===== config.mk =====
export PLATFORM = sky130hd
export DESIGN_NAME = zero_strip
export DESIGN_NICKNAME = d
export VERILOG_FILES = /design/src/rtl/zero_strip.sv
export SDC_FILE = /design/constraint.sdc
export NUM_CORES = 1
export LEC_CHECK = 0
export BUFFER_PORTS_ARGS = -buffer_cell sky130_fd_sc_hd__buf_2
export CAP_MARGIN = 30
export CELL_PAD_IN_SITES_DETAIL_PLACEMENT = 0
export CELL_PAD_IN_SITES_GLOBAL_PLACEMENT = 1
export CORE_MARGIN = 4
export CORE_UTILIZATION = 39
export DETAILED_ROUTE_END_ITERATION = 8
export PLACE_DENSITY_LB_ADDON = 0.3
export SETUP_SLACK_MARGIN = 0.2
export SYNTH_ARGS = -nofsm -noshare
export SYNTH_HDL_FRONTEND = slang
export SYNTH_SLANG_ARGS = --single-unit

===== constraint.sdc =====
create_clock -name clk -period 3.9 [get_ports clk]
set_input_delay 0.585 -clock clk [delete_from_list [all_inputs] [get_ports clk]]
set_output_delay 0.585 -clock clk [all_outputs]
set_load 0.02 [all_outputs]

===== src/rtl/zero_strip.sv =====
// zero_strip: turns fixed-length zero-padded AXI-Stream packets back into payload-length
// packets by keeping the first len beats of each packet and draining the padding tail.
`default_nettype none

module zero_strip #(
    parameter int WIDTH   = 32,
    parameter int MAX_LEN = 4096,
    localparam int LW     = $clog2(MAX_LEN + 1)
) (
    input  logic             clk,
    input  logic             reset_n,
    input  logic [LW-1:0]    len,
    input  logic [WIDTH-1:0] i_tdata,
    input  logic             i_tlast,
    input  logic             i_tvalid,
    output logic             i_tready,
    output logic [WIDTH-1:0] o_tdata,
    output logic             o_tlast,
    output logic             o_tvalid,
    input  logic             o_tready,
    output logic             o_short
);

    localparam logic [0:0] S_PASS = 1'b0;
    localparam logic [0:0] S_DROP = 1'b1;

    logic [0:0]    state;
    logic [0:0]    state_next;
    logic [LW-1:0] cnt;
    logic [LW-1:0] len_r;
    logic          first;

    logic [LW-1:0] eff_len;
    logic          bypass;
    logic [LW:0]   cnt_inc;
    logic          last_kept;
    logic          short_beat;
    logic          accept;
    logic          load;

    // The first beat of a packet compares against the live len, later beats against the latch.
    assign eff_len    = first ? len : len_r;
    assign bypass     = (eff_len == '0);
    assign cnt_inc    = {1'b0, cnt} + {{LW{1'b0}}, 1'b1};
    assign last_kept  = (cnt_inc == {1'b0, eff_len});
    assign short_beat = i_tlast & ~bypass & (cnt_inc < {1'b0, eff_len});
    assign accept     = i_tvalid & i_tready;
    assign load       = accept & (state == S_PASS);

    always_ff @(posedge clk or negedge reset_n) begin
        if (!reset_n) begin
            state <= S_PASS;
        end else begin
            state <= state_next;
        end
    end

    always_comb begin
        state_next = state;
        case (state)
            S_PASS: begin
                if (load && !bypass && !i_tlast && last_kept) begin
                    state_next = S_DROP;
                end
            end
            S_DROP: begin
                if (accept && i_tlast) begin
                    state_next = S_PASS;
                end
            end
            default: state_next = S_PASS;
        endcase
    end

    // Padding is drained regardless of a stalled output beat.
    always_comb begin
        i_tready = 1'b1;
        if (state == S_PASS) begin
            i_tready = ~o_tvalid | o_tready;
        end
    end

    always_ff @(posedge clk or negedge reset_n) begin
        if (!reset_n) begin
            o_tdata  <= '0;
            o_tlast  <= 1'b0;
            o_tvalid <= 1'b0;
            o_short  <= 1'b0;
            cnt      <= '0;
        end else if (load) begin
            o_tdata  <= i_tdata;
            o_tlast  <= bypass ? i_tlast : (i_tlast | last_kept);
            o_tvalid <= 1'b1;
            o_short  <= short_beat;
            cnt      <= (bypass || i_tlast || last_kept) ? '0 : cnt_inc[LW-1:0];
        end else begin
            o_short <= 1'b0;
            if (o_tready) begin
                o_tvalid <= 1'b0;
            end
        end
    end

    always_ff @(posedge clk or negedge reset_n) begin
        if (!reset_n) begin
            first <= 1'b1;
            len_r <= '0;
        end else if (accept) begin
            if (first) begin
                len_r <= len;
            end
            first <= i_tlast;
        end
    end

endmodule

`default_nettype wire


==> qor.txt <==
outcome: complete, no violations
violation count after the first detailed-routing iteration: 75
share of cells above drive strength 1: 0.264
final routed DRC violation total: 0
Routed met3 length: 539 um
Yosys top cell area share: 0.482
H-tree levels: 3
final hold vios: 0
maxcap violations: 0
Final Max Slew Viols: 0
routed wl met2: 3.44 mm
number of fillers in the final layout: 756
die area: 0.00977 mm2
share of synthesized registers carrying an async set or reset: 1.00
final worst-path cycle share: 0.853
Final setup viols: 0
clk_skew: 0.00974 ns
mapped cell area: 0.00322 mm2
Max Buffers Root-to-Sink: 2
TritonCTS Buffers: 9
I/O Buffers: 85
routed wire length: 7.65 mm
Hold WC Path Type: input port to asynchronous set/reset pin
routed via count: 2689
setup TNS: 0 ns
Site Rows: 32
Mapped Cells: 357
CTS Hold Bufs: 0
PD cells: 491 mW/mm2
initial antenna violation count: 0
post-CTS sizing: 0
ranking of synthesized cells by area: dfrtp_1 (48%), nand2_1 (16%), ha_1 (5.4%)
HPWL after DPL: 5.53 mm
top post-synthesis cells by count: nand2_1 (133), dfrtp_1 (62), o21ai_0 (18)
flops & latches, synth: 63
placed cells: 530
Setup crit start kind: flop
Reg area: 0.00158 mm2
Max VDD drop: 0.180 mV
CTS tree: yes
Final ANT Viol Nets: 0
fmax: 300 MHz
largest net degree at the start of global routing: 44
CP required: 4.16 ns
hold slack: 0.244 ns
P&R area growth vs syn: 21.9%
Avg Cell Area, Syn: 9.01 um2
synth unique cells: 45
Max Used Layer: met4
vias in the first global route: 2613
layout net count: 503
Starting Density: 0.408
yosys warns: 0
n_diodes: 0
post-layout instance area: 0.00392 mm2
Leak Pwr: 2.07 nW
insertion delay to the later sink of the worst-skew pair: 0.34 ns
DP Worst Slack: 0.600 ns
core area: 0.00789 mm2
Layout Cells excl Fill: 546
I/O pin cnt: 86
die height: 98.8 um
CP endpoint kind: flop
syn nets: 421
post-CTS setup buffer count: 0
WL met1: 3.55 mm
RSZ-0062 raised after global routing: false
register area share after synthesis: 0.490
count leader, synth: nand2_1
Clock Sinks: 63
Clk pin slew, worst setup/hold paths: 0.08 ns
grt ovf: 0
root buf cell: clkbuf_8
Total GRT Usage: 0.162
Post-synth EDFFs: 0
dominant cell type by area after synthesis: dfrtp_1
CP Max Fanout: 8
Worst Tran Pin Value: 0.900 ns
routed wire length per instance: 14.0 um
final setup margin: 0.572 ns
kind of critical path: flop to flop
TritonRoute pass-1 iters: 4
vias per cell: 4.92
top_reg_cell synth: dfrtp_1
first-pass GRT wire length: 12.8 mm
gpl congestion: 0.793
Die Wd: 98.8 um
Worst EP arrival: 3.59 ns
Slew headroom: 0.400
minimum clock period after layout: 3.33 ns
dpl cell area: 0.00371 mm2
multi-input logic area: 0.00151 mm2
kinds of logic after synthesis:
family,after synthesis,share of synthesized area
AOI/OAI and AO/OA,42,0.0883
xor gates and xnor gates,10,0.0272
adders and majority gates,14,0.0544
buffers and inverters,29,0.0432
DFF,63,0.490
muxes,14,0.0439
and+or+nand+nor,185,0.253
where the power goes:
part	internal [mW]	switching, mW	total, mW
sequential	0.757	0.0854	0.843
clock	0.358	0.263	0.621
combinational	0.179	0.281	0.461
area by class of cell:
type	instances	area share
clock buffers	10	0.0325
well taps	102	0.0325
multi-input cells	265	0.384
flip-flops and latches	63	0.402
repair buffers	89	0.116
inverters	11	0.0105
clock inverters	6	0.0217
metrics by stage:
stage	total power, mW	util
final	1.92	0.497
after global routing	2.06	0.497
after CTS	1.95	0.497
after detailed placement	1.32	0.470
after global placement	1.31	0.470
after floorplan	1.16	-
registers in the layout (all words and copies together) (netlist names):
register / count
len_r: 13
o_tdata: 32
cnt: 13
state: 1
o_tvalid: 1
o_short: 1
first: 1
o_tlast: 1
cells in the final DEF, fill, tap and decap left out, types with 4 or more instances in the layout:
cell type,n
o31ai_1,4
xor2_1,4
o21ai_0,18
nand4_1,8
inv_1,11
nor3_1,6
xnor2_1,6
buf_4,4
mux2i_1,13
nor2_1,7
o21ai_2,4
clkbuf_8,9
buf_2,85
nand3_1,10
nand2_1,133
ha_1,14
dfrtp_1,62
nand2b_1,4
critical path, cell delays in order, from the launching register on:
cell	delay, ns
dfrtp_1	0.47
ha_1	0.29
nand4_1	0.18
nor2_1	0.27
and3_1	0.21
xnor2_1	0.14
inv_1	0.07
ha_1	0.29
nand4_1	0.09
nor2_1	0.15
or4b_4	0.53
or3b_1	0.41
a21boi_1	0.15
metal layers:
layer,global-route usage,vias up
met5,0,-
met4,0.0546,0
met3,0.0410,13
met2,0.253,90
met1,0.221,1225
li1,-,1361
worst paths after layout:
path,from,to,slack [ns],depth (start not counted)
min in group clk,i_tdata[4],o_tdata[4]$_DFFE_PN0P_,0.43,3
max in group asynchronous,reset_n,first$_DFFE_PN1P_,2.89,2
max,cnt[0]$_DFFE_PN0P_,state$_DFF_PN0_,0.57,12
max reg2reg,cnt[0]$_DFFE_PN0P_,state$_DFF_PN0_,0.57,12
min reg2reg,o_tdata[0]$_DFFE_PN0P_,o_tdata[0]$_DFFE_PN0P_,0.47,2
min,reset_n,o_tdata[7]$_DFFE_PN0P_,0.24,1
(Power assumes the default switching activity.)
